**src/rtl/cpu_pkg.sv**
```systemverilog
// Shared CPU definitions: opcodes, datapath widths, ROB entry layout and commit states.
package cpu_pkg;

    localparam int REG_W  = 5;
    localparam int DATA_W = 32;

    localparam logic [6:0] CalcOp    = 7'b0110011;
    localparam logic [6:0] CalcImmOp = 7'b0010011;
    localparam logic [6:0] LoadOp    = 7'b0000011;
    localparam logic [6:0] StoreOp   = 7'b0100011;
    localparam logic [6:0] BneOp     = 7'b1100011;
    localparam logic [6:0] LUIOp     = 7'b0110111;
    localparam logic [6:0] AUIPCOp   = 7'b0010111;

    typedef struct packed {
        logic              valid;
        logic              ready;
        logic              writesReg;
        logic [REG_W-1:0]  dest;
        logic [DATA_W-1:0] value;
    } rob_entry_t;

    typedef enum logic [1:0] {
        IDLE  = 2'd0,
        SETUP = 2'd1,
        PULSE = 2'd2
    } commit_state_t;

endpackage

```
**src/rtl/reorder_buffer_commit_if.sv**
```systemverilog
// Decode, CDB and regfile write-port signals of the reorder buffer.
interface reorder_buffer_commit_if import cpu_pkg::*; #(
    parameter int TAG_W = 3
);
    logic              flush;
    logic              allocValid;
    logic [REG_W-1:0]  allocDest;
    logic              allocWritesReg;
    logic              allocReady;
    logic [TAG_W-1:0]  allocTag;
    logic              cdbValid;
    logic [TAG_W-1:0]  cdbTag;
    logic [DATA_W-1:0] cdbData;
    logic              ROBwriteEnable;
    logic [REG_W-1:0]  ROBwriteIndex;
    logic [DATA_W-1:0] ROBwriteData;
    logic [TAG_W:0]    robCount;
    logic              robEmpty;

    modport master (
        output flush, allocValid, allocDest, allocWritesReg, cdbValid, cdbTag, cdbData,
        input  allocReady, allocTag, ROBwriteEnable, ROBwriteIndex, ROBwriteData, robCount, robEmpty
    );

    modport slave (
        input  flush, allocValid, allocDest, allocWritesReg, cdbValid, cdbTag, cdbData,
        output allocReady, allocTag, ROBwriteEnable, ROBwriteIndex, ROBwriteData, robCount, robEmpty
    );
endinterface

```
**src/rtl/rob_commit_fsm.sv**
```systemverilog
// Retires the ROB head in order and shapes each register write into a clean one-cycle strobe.
module rob_commit_fsm import cpu_pkg::*; (
    input  logic              clk,
    input  logic              rst_n,
    input  logic              flush,
    input  rob_entry_t        head_entry,
    output logic              pop,
    output logic              write_enable,
    output logic [REG_W-1:0]  write_index,
    output logic [DATA_W-1:0] write_data
);
    commit_state_t state;
    logic          candidate;
    logic          needs_write;

    assign candidate   = head_entry.valid && head_entry.ready;
    assign needs_write = head_entry.writesReg && (head_entry.dest != '0);
    // Retires are only taken from IDLE, so a write's strobe sequence can never be cut short.
    assign pop         = (state == IDLE) && candidate && !flush;

    always_ff @(posedge clk or negedge rst_n) begin
        if (!rst_n) begin
            state        <= IDLE;
            write_enable <= 1'b0;
            write_index  <= '0;
            write_data   <= '0;
        end else begin
            case (state)
                IDLE: begin
                    if (pop && needs_write) begin
                        write_index <= head_entry.dest;
                        write_data  <= head_entry.value;
                        state       <= SETUP;
                    end
                end
                SETUP: begin
                    write_enable <= 1'b1;
                    state        <= PULSE;
                end
                PULSE: begin
                    write_enable <= 1'b0;
                    state        <= IDLE;
                end
                default: begin
                    write_enable <= 1'b0;
                    state        <= IDLE;
                end
            endcase
        end
    end
endmodule

```
**src/rtl/reorder_buffer_commit.sv**
```systemverilog
// In-order reorder buffer: allocates in program order, collects CDB results, commits via rob_commit_fsm.
module reorder_buffer_commit import cpu_pkg::*; #(
    parameter int DEPTH = 8,
    parameter int TAG_W = 3
) (
    input  logic                    clk,
    input  logic                    rst_n,
    reorder_buffer_commit_if.slave  rob_bus
);
    localparam logic [TAG_W:0]   FULL_COUNT = (TAG_W+1)'(DEPTH);
    localparam logic [TAG_W:0]   COUNT_ONE  = (TAG_W+1)'(1);
    localparam logic [TAG_W-1:0] PTR_ONE    = TAG_W'(1);

    rob_entry_t       rob [DEPTH];
    logic [TAG_W-1:0] head;
    logic [TAG_W-1:0] tail;
    logic [TAG_W:0]   count;
    logic             pop;
    logic             alloc_fire;
    logic             cdb_fire;

    assign rob_bus.allocReady = (count < FULL_COUNT);
    assign rob_bus.allocTag   = tail;
    assign rob_bus.robCount   = count;
    assign rob_bus.robEmpty   = (count == '0);

    assign alloc_fire = rob_bus.allocValid && rob_bus.allocReady && !rob_bus.flush;
    // The targeted entry must already be live; a result for a just-allocated tail slot is dropped.
    assign cdb_fire   = rob_bus.cdbValid && !rob_bus.flush
                        && rob[rob_bus.cdbTag].valid && !rob[rob_bus.cdbTag].ready;

    always_ff @(posedge clk or negedge rst_n) begin
        if (!rst_n) begin
            for (int i = 0; i < DEPTH; i++) begin
                rob[i] <= '0;
            end
            head  <= '0;
            tail  <= '0;
            count <= '0;
        end else if (rob_bus.flush) begin
            for (int i = 0; i < DEPTH; i++) begin
                rob[i].valid <= 1'b0;
            end
            head  <= '0;
            tail  <= '0;
            count <= '0;
        end else begin
            if (alloc_fire) begin
                rob[tail].valid     <= 1'b1;
                rob[tail].ready     <= 1'b0;
                rob[tail].writesReg <= rob_bus.allocWritesReg;
                rob[tail].dest      <= rob_bus.allocDest;
                tail                <= tail + PTR_ONE;
            end
            if (cdb_fire) begin
                rob[rob_bus.cdbTag].value <= rob_bus.cdbData;
                rob[rob_bus.cdbTag].ready <= 1'b1;
            end
            if (pop) begin
                rob[head].valid <= 1'b0;
                head            <= head + PTR_ONE;
            end
            case ({alloc_fire, pop})
                2'b10:   count <= count + COUNT_ONE;
                2'b01:   count <= count - COUNT_ONE;
                default: count <= count;
            endcase
        end
    end

    rob_commit_fsm u_commit (
        .clk          (clk),
        .rst_n        (rst_n),
        .flush        (rob_bus.flush),
        .head_entry   (rob[head]),
        .pop          (pop),
        .write_enable (rob_bus.ROBwriteEnable),
        .write_index  (rob_bus.ROBwriteIndex),
        .write_data   (rob_bus.ROBwriteData)
    );
endmodule
```
**src/flat_wrapper.sv**
```systemverilog
// flat-port wrapper written by rule: the top's interface ports become plain ports
module reorder_buffer_commit_flat import cpu_pkg::*;
#(
    parameter int DEPTH = 8,
    parameter int TAG_W = 3
)
  (clk, rst_n, rob_bus_flush, rob_bus_allocValid, rob_bus_allocDest, rob_bus_allocWritesReg, rob_bus_cdbValid, rob_bus_cdbTag, rob_bus_cdbData, rob_bus_allocReady, rob_bus_allocTag, rob_bus_ROBwriteEnable, rob_bus_ROBwriteIndex, rob_bus_ROBwriteData, rob_bus_robCount, rob_bus_robEmpty);
  reorder_buffer_commit_if #(.TAG_W(TAG_W)) rob_bus_i ();
  input  logic clk;
  input  logic rst_n;
  input wire logic [$bits(rob_bus_i.flush)-1:0] rob_bus_flush;
  input wire logic [$bits(rob_bus_i.allocValid)-1:0] rob_bus_allocValid;
  input wire logic [$bits(rob_bus_i.allocDest)-1:0] rob_bus_allocDest;
  input wire logic [$bits(rob_bus_i.allocWritesReg)-1:0] rob_bus_allocWritesReg;
  input wire logic [$bits(rob_bus_i.cdbValid)-1:0] rob_bus_cdbValid;
  input wire logic [$bits(rob_bus_i.cdbTag)-1:0] rob_bus_cdbTag;
  input wire logic [$bits(rob_bus_i.cdbData)-1:0] rob_bus_cdbData;
  output wire logic [$bits(rob_bus_i.allocReady)-1:0] rob_bus_allocReady;
  output wire logic [$bits(rob_bus_i.allocTag)-1:0] rob_bus_allocTag;
  output wire logic [$bits(rob_bus_i.ROBwriteEnable)-1:0] rob_bus_ROBwriteEnable;
  output wire logic [$bits(rob_bus_i.ROBwriteIndex)-1:0] rob_bus_ROBwriteIndex;
  output wire logic [$bits(rob_bus_i.ROBwriteData)-1:0] rob_bus_ROBwriteData;
  output wire logic [$bits(rob_bus_i.robCount)-1:0] rob_bus_robCount;
  output wire logic [$bits(rob_bus_i.robEmpty)-1:0] rob_bus_robEmpty;
  assign rob_bus_i.flush = rob_bus_flush;
  assign rob_bus_i.allocValid = rob_bus_allocValid;
  assign rob_bus_i.allocDest = rob_bus_allocDest;
  assign rob_bus_i.allocWritesReg = rob_bus_allocWritesReg;
  assign rob_bus_i.cdbValid = rob_bus_cdbValid;
  assign rob_bus_i.cdbTag = rob_bus_cdbTag;
  assign rob_bus_i.cdbData = rob_bus_cdbData;
  assign rob_bus_allocReady = rob_bus_i.allocReady;
  assign rob_bus_allocTag = rob_bus_i.allocTag;
  assign rob_bus_ROBwriteEnable = rob_bus_i.ROBwriteEnable;
  assign rob_bus_ROBwriteIndex = rob_bus_i.ROBwriteIndex;
  assign rob_bus_ROBwriteData = rob_bus_i.ROBwriteData;
  assign rob_bus_robCount = rob_bus_i.robCount;
  assign rob_bus_robEmpty = rob_bus_i.robEmpty;
  reorder_buffer_commit #(.DEPTH(DEPTH), .TAG_W(TAG_W)) u_core (.clk(clk), .rst_n(rst_n), .rob_bus(rob_bus_i));
endmodule
```
**config.mk**
```make
export PLATFORM = sky130hd
export DESIGN_NAME = reorder_buffer_commit_flat
export DESIGN_NICKNAME = d
export VERILOG_FILES = /design/src/rtl/cpu_pkg.sv /design/src/rtl/reorder_buffer_commit_if.sv /design/src/rtl/rob_commit_fsm.sv /design/src/rtl/reorder_buffer_commit.sv /design/src/flat_wrapper.sv
export SDC_FILE = /design/constraint.sdc
export NUM_CORES = 1
export LEC_CHECK = 0
export CORE_MARGIN = 5
export CORE_UTILIZATION = 30
export CTS_BUF_LIST = sky130_fd_sc_hd__clkbuf_8
export DETAILED_ROUTE_END_ITERATION = 10
export GPL_ROUTABILITY_DRIVEN = 0
export PLACE_DENSITY_LB_ADDON = 0.25
export SLEW_MARGIN = 10
export SYNTH_ARGS = -nofsm -noshare
export SYNTH_HDL_FRONTEND = slang
export SYNTH_SLANG_ARGS = --single-unit
```
**constraint.sdc**
```tcl
create_clock -name clk -period 3.7 [get_ports clk]
set_input_delay 0.37 -clock clk [delete_from_list [all_inputs] [get_ports clk]]
set_output_delay 0.37 -clock clk [all_outputs]
set_load 0.02 [all_outputs]
```
==> results of run 1 <==
[kinds of logic after synthesis]
family                   after synthesis
adder cells (fa/ha/maj)                4
AND/OR/NAND/NOR                      163
AO/OA/AOI/OAI                        187
buffers and inverters                 88
flip-flops                           370
multiplexers                         453
XOR/XNOR                               5
[metrics by stage]
step | util [%] | total power [mW] | worst slack, ps
2_1_floorplan | - | 5.80 | 1310
3_3_place_gp | 33.5 | 6.48 | 763
3_5_place_dp | 33.5 | 6.52 | 718
4_1_cts | 35.9 | 10.5 | 749
5_1_grt | 35.9 | 10.8 | 631
6_report | 35.9 | 10.3 | 751
[repair_timing]
| action | CTS | global route |
|---|---|---|
| setup buffers | 0 | 0 |
| hold buffers | 1 | 0 |
| endpoints found under the hold margin | 97 | 0 |
[final cells by class]
type | instances | area (sq um) | share of cell area, %
sequential | 370 | 9270 | 45.9
multi-input combinational | 812 | 7300 | 36.2
timing repair buffer | 126 | 1270 | 6.30
clock buffer | 89 | 1220 | 6.07
tap | 756 | 946 | 4.69
clock inverter | 27 | 118 | 0.583
inverter | 13 | 48.8 | 0.242
[how the worst max path moves through the flow]
stage,startpoint,to,slack (ps),depth (start not counted)
after floorplan,u_core.head[0]$_DFFE_PN0P_,u_core.rob_bus.robCount[3]$_DFFE_PN0P_,1310,13
after global placement,rob_bus_cdbTag[0],flop,760,7
after detailed placement,rob_bus_cdbTag[0],flop,720,7
after CTS,u_core.head[1]$_DFFE_PN0P_,u_core.u_commit.write_data[0]$_DFFE_PN0P_,750,8
after global routing,u_core.head[1]$_DFFE_PN0P_,u_core.u_commit.write_data[0]$_DFFE_PN0P_,630,8
final,u_core.head[1]$_DFFE_PN0P_,u_core.u_commit.write_data[0]$_DFFE_PN0P_,750,8
[where the power goes]
part | total, mW | internal [mW] | switching, mW
clock network | 3.86 | 2.14 | 1.72
logic | 1.77 | 0.862 | 0.904
registers | 4.67 | 4.42 | 0.250
[worst max-delay path, stage by stage (launching register included)]
cell	delay, ps
dfrtp_2	890
buf_4	470
a22oi_1	120
o221ai_1	190
buf_4	180
nor2_4	50
a31oi_4	220
buf_12	300
mux2_2	380
[cell usage after synthesis (all sizes together) (3+ instances only)]
| library cell | number | share of area, % |
|---|---|---|
| and3 | 4 | 0.15 |
| inv | 13 | 0.29 |
| o22a | 31 | 1.6 |
| nor2b | 9 | 0.38 |
| xor2 | 3 | 0.15 |
| nor3 | 7 | 0.24 |
| a31oi | 3 | 0.20 |
| a22oi | 18 | 0.80 |
| buf | 52 | 1.8 |
| o211ai | 4 | 0.24 |
| mux4 | 8 | 1.1 |
| dfrtp | 370 | 55 |
| nand2 | 47 | 1.0 |
| a21o | 3 | 0.13 |
| a32oi | 3 | 0.15 |
| ha | 4 | 0.29 |
| o22ai | 4 | 0.15 |
| a221oi | 3 | 0.15 |
| a21oi | 57 | 1.7 |
| mux2 | 358 | 24 |
| clkbuf | 23 | 0.51 |
| nor2 | 75 | 1.8 |
| o21ai | 44 | 1.3 |
| nand3 | 13 | 0.38 |
| mux2i | 87 | 5.1 |
[placed cells by master, fill, tap and decap left out, types with 3 or more instances in the layout]
cell               n
mux4_2             8
o21ai_1            3
ha_1               4
a221oi_1           3
nand2_2            4
mux2_2           327
and3_1             4
o22a_1            31
clkdlybuf4s50_1   91
buf_12             7
clkinv_2           3
buf_4             26
o22ai_1            4
a21o_1             3
nor2_1            68
a32oi_1            3
xor2_1             3
nor2_4             7
mux2_4            29
inv_1             33
o21ai_0           41
mux2i_1           87
nor3_1             6
a22oi_1           18
dfrtp_1          367
nand3_1           13
clkbuf_8          89
nor2b_1            7
nand2_1           43
a21oi_1           56
[layer usage]
metal,up-vias,wire [um],global-route usage (%)
li1,4883,-,-
met1,5570,20400,19.5
met2,196,20500,23.2
met3,70,1840,2.84
met4,0,905,4.70
met5,-,0,0
==> results.md, run 1 <==
* Status: completed
* Post-Synth Adder-Cell Area at 0.295%
* Vias in the first global route at 11600
* Largest net degree at the start of global routing at 103
* Post_cts resized at 0
* Fillers at 5519
* Syn-to-layout area delta at 18.9%
* Number of DRC markers in iteration 0 at 538
* Async set-reset flop share out of synthesis at 100%
* Max VDD drop at 234 uV
* Die Ht at 248 um
* First-pass GRT wire length at 69200 um
* Post-synthesis register bit count at 370
* Syn Std Cell Area at 17000 sq um
* XOR/XNOR Fraction of Synth Area at 0.258%
* Layout cells sized above 1 at 36.0%
* Crit end category: flop
* Hold Vio Cnt, Final at 0
* WHS at 405 ps
* Post-Synth Simple-Gate Area at 4.32%
* Startpoint class of the critical path: flop
* Initial antenna violation count at 0
* CP Max Fanout at 33
* Final Instance Area at 20200 sq um
* Htree depth at 3
* Max-slew violation count at 0
* Final setup skew at 28.8 ps
* Drt first pass iters at 5
* Post-DP HPWL at 25600 um
* Setup slack, reg-to-reg at 750 ps
* Measured slew at the worst slew-check pin at 854 ps
* Clock-pin slew on the worst setup and hold paths at 60 ps
* Fin cells at 2193
* Die Width at 248 um
* CTS buffer count at 70
* Final setup TNS at 0 ps
* Achievable Freq at 0.339 GHz
* Worst r2r dst: u_core.u_commit.write_data[0]$_DFFE_PN0P_
* Req. time, crit path at 4220 ps
* Tmin final at 2950 ps
* Nets at 1443
* Placed cell count at 2076
* RSZ-0062 raised after global routing: no
* Drc violations at 0
* FP Rows at 87
* Syn avg cell area at 13.4 sq um
* CP Class: reg -> reg
* Max cap viols at 0
* Initial Util at 30.2%
* R2R Path Start: u_core.head[1]$_DFFE_PN0P_
* Max_slew headroom at 43.1%
* Post-synthesis sequential area ratio at 54.6%
* Port Buf Inserts at 92
* Post-synth EDFFs at 0
* Synth unique cells at 62
* Setup Viol. Count Final at 0
* Main synth FF type: dfrtp_1
* CTS Root Cell: clkbuf_8
* Core Box Area at 56200 sq um
* Leakage power at 9.18 nW
* I/O Pins at 93
* Ant diodes at 0
* Vias at 10700
* Grt ovf at 0
* Worst-Skew Late Latency at 630 ps
* DR vias/cell at 4.89
* Placed cell areas at 18800 sq um
* Syn. warnings at 0
* Tcrit/Tclk final at 79.7%
* GRT Total Usage at 14.4%
* Largest family of logic cells by synthesized area: multiplexers
* Maximum clock path buffer count at 3
* Mapped Cells at 1270
* R2r worst-path depth at 8
* Mapped Nets at 1320
* Critical Path AT at 3470 ps
* Compound-cell area share of the yosys netlist at 7.36%
* Post-route antenna net violation count at 0
* Pwr Density at 510 nW/um^2
* Multiplexer share of the synthesized area at 30.6%
* Die area at 61400 sq um
* CTS tree: yes
* Clk sinks at 370
* Hold WC Path Type: in -> async
* WL final at 43700 um
* DR WL/cell at 19.9 um
Power figures use the tool's default switching activity.
==> run 2: changes to the inputs <==
==> constraint.sdc (replaced) <==
create_clock -name clk -period 2.7 [get_ports clk]
set_input_delay 0.27 -clock clk [delete_from_list [all_inputs] [get_ports clk]]
set_output_delay 0.27 -clock clk [all_outputs]
set_load 0.02 [all_outputs]
==> results.md, run 2 (synthesis gave the netlist of run 1 again) <==
* Status: completed (unchanged)
* Hold WC Path Type: in -> async (unchanged)
* Initial Util at 30.2% (unchanged)
* CP Max Fanout at 21 (was 33)
* Die area at 61400 sq um (unchanged)
* Worst r2r dst: u_core.u_commit.write_data[0]$_DFFE_PN0P_ (unchanged)
* R2R Path Start: u_core.head[2]$_DFFE_PN0P_ (was u_core.head[1]$_DFFE_PN0P_)
* Post-route setup slack at 98.4 ps (was 751 ps)
* Final setup skew at 31.6 ps (was 28.8 ps)
* Number of DRC markers in iteration 0 at 454 (was 538)
* Setup Viol. Count Final at 0 (unchanged)
* Most frequent cells in the layout: dfrtp_1 (367), mux2_2 (327), clkdlybuf4s50_1 (91) (unchanged)
* Logic pwr share at 18.0% (was 17.2%)
* Commonest non-fill, non-tap cell in the layout: dfrtp_1 (unchanged)
* Pwr Density at 685 nW/um^2 (was 510 nW/um^2)
* NetSw at 3.92 mW (was 2.87 mW)
* Max VDD drop at 287 uV (was 234 uV)
* CTS Root Cell: clkbuf_8 (unchanged)
* Drc violations at 0 (unchanged)
* Clock-pin slew on the worst setup and hold paths at 60 ps (about the same)
* Drt first pass iters at 4 (was 5)
* FP Rows at 87 (unchanged)
* CTS tree: yes (unchanged)
* Final setup TNS at 0 ps (unchanged)
* Largest net degree at the start of global routing at 68 (was 103)
* Met3 Use GR at 3.08% (was 2.84%)
* Hold Vio Cnt, Final at 0 (unchanged)
* Placed cell areas at 19300 sq um (was 18800 sq um)
* Vias at 10800 (was 10700)
* Layout cells sized above 1 at 37.5% (was 36.0%)
* Met2 Resource Use GR at 23.5% (was 23.2%)
* RSZ-0062 raised after global routing: no (unchanged)
* Setup slack, reg-to-reg at 100 ps (was 750 ps)
* Setup Fix Bufs, Post-CTS at 0 (unchanged)
* I/O Pins at 93 (unchanged)
* Max_slew headroom at 59.3% (was 43.1%)
* Max cap viols at 0 (unchanged)
* Tcrit/Tclk final at 96.4% (was 79.7%)
* Achievable Freq at 0.384 GHz (was 0.339 GHz)
* Pre-CTS setup slack at 24.1 ps (was 718 ps)
* Grt ovf at 0 (unchanged)
* Internal power at 10.2 mW (was 7.42 mW)
* First-pass GRT wire length at 70100 um (was 69200 um)
* Clk pwr share at 37.0% (was 37.5%)
* Clk sinks at 370 (unchanged)
* Maximum clock path buffer count at 3 (unchanged)
* Tmin final at 2600 ps (was 2950 ps)
* CTS buffer count at 68 (was 70)
* Die Ht at 248 um (unchanged)
* Nets at 1478 (was 1443)
* DR WL/cell at 19.8 um (was 19.9 um)
* Syn-to-layout area delta at 21.3% (was 18.9%)
* Multi-input gate area at 7310 sq um (was 7300 sq um)
* Req. time, crit path at 3190 ps (was 4220 ps)
* Flop pwr share at 45.0% (was 45.4%)
* CP Class: reg -> reg (unchanged)
* Top Usage Layer GRT: met2 (unchanged)
* Startpoint class of the critical path: flop (unchanged)
* Measured slew at the worst slew-check pin at 611 ps (was 854 ps)
* Post-route antenna net violation count at 0 (unchanged)
* Final Instance Area at 20600 sq um (was 20200 sq um)
* Die Width at 248 um (unchanged)
* Max-slew violation count at 0 (unchanged)
* Met1 usage at 19.6% (was 19.5%)
* Core Box Area at 56200 sq um (unchanged)
* WL final at 44000 um (was 43700 um)
* Fillers at 5513 (was 5519)
* DR vias/cell at 4.87 (was 4.89)
* Vias in the first global route at 11800 (was 11600)
* Worst-Skew Late Latency at 620 ps (was 630 ps)
* Initial antenna violation count at 0 (unchanged)
* Crit end category: flop (unchanged)
* Switching Fraction at 27.8% (was 27.9%)
* Htree depth at 3 (unchanged)
* R2r worst-path depth at 6 (was 8)
* Reg area at 9270 sq um (unchanged)
* Critical Path AT at 3090 ps (was 3470 ps)
* Leakage power at 9.41 nW (was 9.18 nW)
* Post-DP HPWL at 27900 um (was 25600 um)
* Port Buf Inserts at 92 (unchanged)
* GRT Total Usage at 14.6% (was 14.4%)
* Ant diodes at 0 (unchanged)
run 2: changes by cell type in the layout (fill, tap and decap cells not counted), sizes merged:
cell	previous run	this run
inv	35	33
clkbuf	89	88
clkinvlp	2	1
clkinv	3	4
buf	34	71
run 2: final cells by class:
| type | instances | area share [%] |
|---|---|---|
| sequential | 370 | 45.0 |
| multi-input combinational | 812 | 35.5 |
| timing repair buffer | 163 | 8.25 |
| clock buffer | 88 | 5.88 |
| tap | 756 | 4.60 |
| clock inverter | 25 | 0.498 |
| inverter | 13 | 0.237 |
run 2: critical path, cell delays in order (launching register included):
cell and delay [ps]:
dfrtp_4 600, o211ai_1 350, o211ai_2 210, a211o_1 430, a31oi_4 260, buf_12 210
mux2_2 350
run 2: power by group through the flow:
stage	Sequential [mW]	Clock [mW]	Combinational, mW
finish	6.35	5.21	2.54
CTS	6.35	5.43	2.59
global placement	6.42	0	2.55
global route	6.41	5.68	2.77
floorplan	6.50	0	1.46
detailed placement	6.44	0	2.58
run 2: per-layer routing:
metal | vias to the layer above | share of wire [%]
li1 | 4928 | -
met1 | 5648 | 47
met2 | 209 | 47
met3 | 52 | 4.1
met4 | 0 | 1.9
met5 | - | 0
run 2: worst max-delay path by stage:
stage | start | end | slack [ps] | cells past startpoint
5_1_grt | u_core.head[2]$_DFFE_PN0P_ | u_core.u_commit.write_data[0]$_DFFE_PN0P_ | 2 | 8
6_report | u_core.head[2]$_DFFE_PN0P_ | u_core.u_commit.write_data[0]$_DFFE_PN0P_ | 100 | 6
3_3_place_gp | rob_bus_cdbTag[2] | flop | 20 | 7
2_1_floorplan | u_core.head[0]$_DFFE_PN0P_ | u_core.rob_bus.robCount[3]$_DFFE_PN0P_ | 310 | 13
4_1_cts | u_core.head[2]$_DFFE_PN0P_ | u_core.u_commit.write_data[0]$_DFFE_PN0P_ | 80 | 6
3_5_place_dp | rob_bus_cdbTag[2] | flop | 20 | 7
run 2: what timing repair did:
item	in CTS	in global routing
setup endpoints to repair	0	1
resized for setup	0	1
hold buffers	1	0
endpoints found under the hold margin	58	0
run 2: stage by stage:
stage,util [%],power [mW],std cells,hold WS (ps)
2_1_floorplan,-,7.95,1270,-25.6
3_3_place_gp,34.3,8.97,2113,289
3_5_place_dp,34.3,9.02,2113,292
4_1_cts,36.6,14.4,2227,253
5_1_grt,36.6,14.9,2227,314
6_report,36.6,14.1,2227,253
==> run 3: changes to the inputs <==
--- a/config.mk
+++ b/config.mk
@@ -5,6 +5,9 @@
 export SDC_FILE = /design/constraint.sdc
 export NUM_CORES = 1
 export LEC_CHECK = 0
+export ABC_CLOCK_PERIOD_IN_PS = 2700
+export CELL_PAD_IN_SITES_DETAIL_PLACEMENT = 2
+export CELL_PAD_IN_SITES_GLOBAL_PLACEMENT = 2
 export CORE_MARGIN = 5
 export CORE_UTILIZATION = 30
 export CTS_BUF_LIST = sky130_fd_sc_hd__clkbuf_8
==> results.md, run 3 (synthesis gave the netlist of run 1 again) <==
* Placed cell count at 2109 (was 2113)
* CTS Root Cell: clkbuf_8 (unchanged)
* Layout cells sized above 1 at 37.5% (about the same)
* Htree depth at 3 (unchanged)
* I/O Pins at 93 (unchanged)
* Maximum clock path buffer count at 3 (unchanged)
* Crit end category: flop (unchanged)
* Fillers at 5719 (was 5513)
* Grt ovf at 0 (unchanged)
* Max_slew headroom at 56.4% (was 59.3%)
* Pwr Density at 685 nW/um^2 (about the same)
* Measured slew at the worst slew-check pin at 654 ps (was 611 ps)
* Leakage power at 9.44 nW (was 9.41 nW)
* First-pass GRT wire length at 77700 um (was 70100 um)
* DR vias/cell at 4.97 (was 4.87)
* Initial antenna violation count at 2 (was 0)
* Die Ht at 248 um (unchanged)
* Post-DP HPWL at 31200 um (was 27900 um)
* Tmin final at 2630 ps (was 2600 ps)
* Fin cells at 2230 (was 2227)
* Status: completed (unchanged)
* Number of DRC markers in iteration 0 at 431 (was 454)
* Commonest non-fill, non-tap cell in the layout: dfrtp_1 (unchanged)
* Vias at 11100 (was 10800)
* Die Width at 248 um (unchanged)
* RSZ-0062 raised after global routing: no (unchanged)
* Clk pwr share at 36.2% (was 37.0%)
* Placed cell areas at 19300 sq um (about the same)
* Max VDD drop at 381 uV (was 287 uV)
* CP Max Fanout at 16 (was 21)
* Final setup skew at 26.7 ps (was 31.6 ps)
* Clk sinks at 370 (unchanged)
* Final Instance Area at 20700 sq um (was 20600 sq um)
* WHS at 238 ps (was 253 ps)
* Drt first pass iters at 4 (unchanged)
* NetSw at 4.06 mW (was 3.92 mW)
* Initial Util at 30.2% (unchanged)
* Syn-to-layout area delta at 21.7% (was 21.3%)
* Nets at 1481 (was 1478)
* Pre-CTS setup slack at -30.9 ps (was 24.1 ps)
* CTS tree: yes (unchanged)
* Internal power at 10.1 mW (was 10.2 mW)
* CTS buffer count at 69 (was 68)
* Port Buf Inserts at 92 (unchanged)
* DR WL/cell at 22.1 um (was 19.8 um)
* Req. time, crit path at 3200 ps (was 3190 ps)
* Achievable Freq at 0.380 GHz (was 0.384 GHz)
* Critical Path AT at 3140 ps (was 3090 ps)
* WL final at 49300 um (was 44000 um)
* Largest net degree at the start of global routing at 73 (was 68)
* Startpoint class of the critical path: flop (unchanged)
* Die area at 61400 sq um (unchanged)
* Clock-pin slew on the worst setup and hold paths at 60 ps (about the same)
* Switching Fraction at 28.7% (was 27.8%)
* Core Box Area at 56200 sq um (unchanged)
* FP Rows at 87 (unchanged)
* GRT Total Usage at 16.3% (was 14.6%)
* Logic pwr share at 18.8% (was 18.0%)
* Hold Vio Cnt, Final at 0 (unchanged)
* Vias in the first global route at 12800 (was 11800)
* Most frequent cells in the layout: dfrtp_1 (367), mux2_2 (327), clkdlybuf4s50_1 (91) (unchanged)
* Worst-Skew Late Latency at 630 ps (was 620 ps)
* Drc violations at 0 (unchanged)
* Max cap viols at 0 (unchanged)
* CP Class: reg -> reg (unchanged)
* Max-slew violation count at 0 (unchanged)
* Hold WC Path Type: in -> async (unchanged)
* Flop pwr share at 45.1% (was 45.0%)
* Setup Viol. Count Final at 0 (unchanged)
* Tcrit/Tclk final at 97.4% (was 96.4%)
* Post-route antenna net violation count at 0 (unchanged)
* Post-route setup slack at 69.1 ps (was 98.4 ps)
[run 3: cell types whose count changed in the layout (fill, tap and decap cells not counted), moves of 2 or more]
cell / change
buf_12: +6
buf_4: -5
clkbuf_8: -5
inv_1: +5
clkinv_2: -2
nor2b_2: +2
[run 3: repair_timing]
action                                  4_1_cts  5_1_grt
hold endpoints to repair                     66        0
setup buffers                                 0        6
resized for setup                             0        4
endpoints found under the setup margin        0       34
hold buffers                                  1        0
[run 3: cell type report]
| cell class | count | area, sq um | share of cell area, % |
|---|---|---|---|
| diodes | 1 | 2.50 | 0.0121 |
| repair buffers | 165 | 1790 | 8.68 |
| clock buffers | 83 | 1140 | 5.53 |
| well taps | 756 | 946 | 4.58 |
| multi-input cells | 812 | 7320 | 35.5 |
| inverters | 13 | 48.8 | 0.236 |
| flip-flops and latches | 370 | 9270 | 44.9 |
| clock inverters | 30 | 130 | 0.630 |
[run 3: per-layer routing]
layer / part of all wire [%] / global-route usage (%) / up-vias / wire, um
li1: - / - / 4930 / -
met1: 46 / 21.7 / 5905 / 22800
met2: 49 / 27.4 / 173 / 23900
met3: 3.3 / 3.22 / 74 / 1610
met4: 1.9 / 4.13 / 0 / 959
met5: 0 / 0 / - / 0
[run 3: per-stage QoR]
step | setup TNS, ps | power, mW | util (%)
6_report | 0 | 14.1 | 36.8
5_1_grt | 0 | 14.9 | 36.8
4_1_cts | 0 | 14.4 | 36.6
3_5_place_dp | -764 | 9.12 | 34.4
3_3_place_gp | -640 | 9.03 | 34.4
2_1_floorplan | 0 | 7.95 | -
[run 3: power by group through the flow]
stage               Clock, mW  Sequential (mW)  Combinational [mW]
floorplan                   0             6.50                1.46
global placement            0             6.45                2.58
detailed placement          0             6.48                2.64
CTS                      5.36             6.39                2.66
global route             5.60             6.43                2.88
finish                   5.12             6.38                2.65
[run 3: final timing paths]
| kind | start | slack [ps] | cells after the start | end |
|---|---|---|---|---|
| max in group asynchronous | rst_n | 1590 | 3 | u_core.u_commit.write_data[12]$_DFFE_PN0P_ |
| min reg2reg | flop | 500 | 1 | flop |
| max reg2reg | u_core.head[2]$_DFFE_PN0P_ | 70 | 7 | u_core.u_commit.write_data[31]$_DFFE_PN0P_ |
| min | rst_n | 240 | 2 | asynchronous set/reset pin |
| min in group clk | rob_bus_allocValid | 310 | 3 | u_core.rob_bus.robCount[3]$_DFFE_PN0P_ |
| max | u_core.head[2]$_DFFE_PN0P_ | 70 | 7 | u_core.u_commit.write_data[31]$_DFFE_PN0P_ |
[run 3: worst max-delay path, cell delays in order (launching register included)]
cell,delay (ps)
dfrtp_4,590
buf_6,210
o211ai_1,270
o211ai_2,180
a211o_4,400
a31oi_4,230
buf_12,230
mux2_2,350
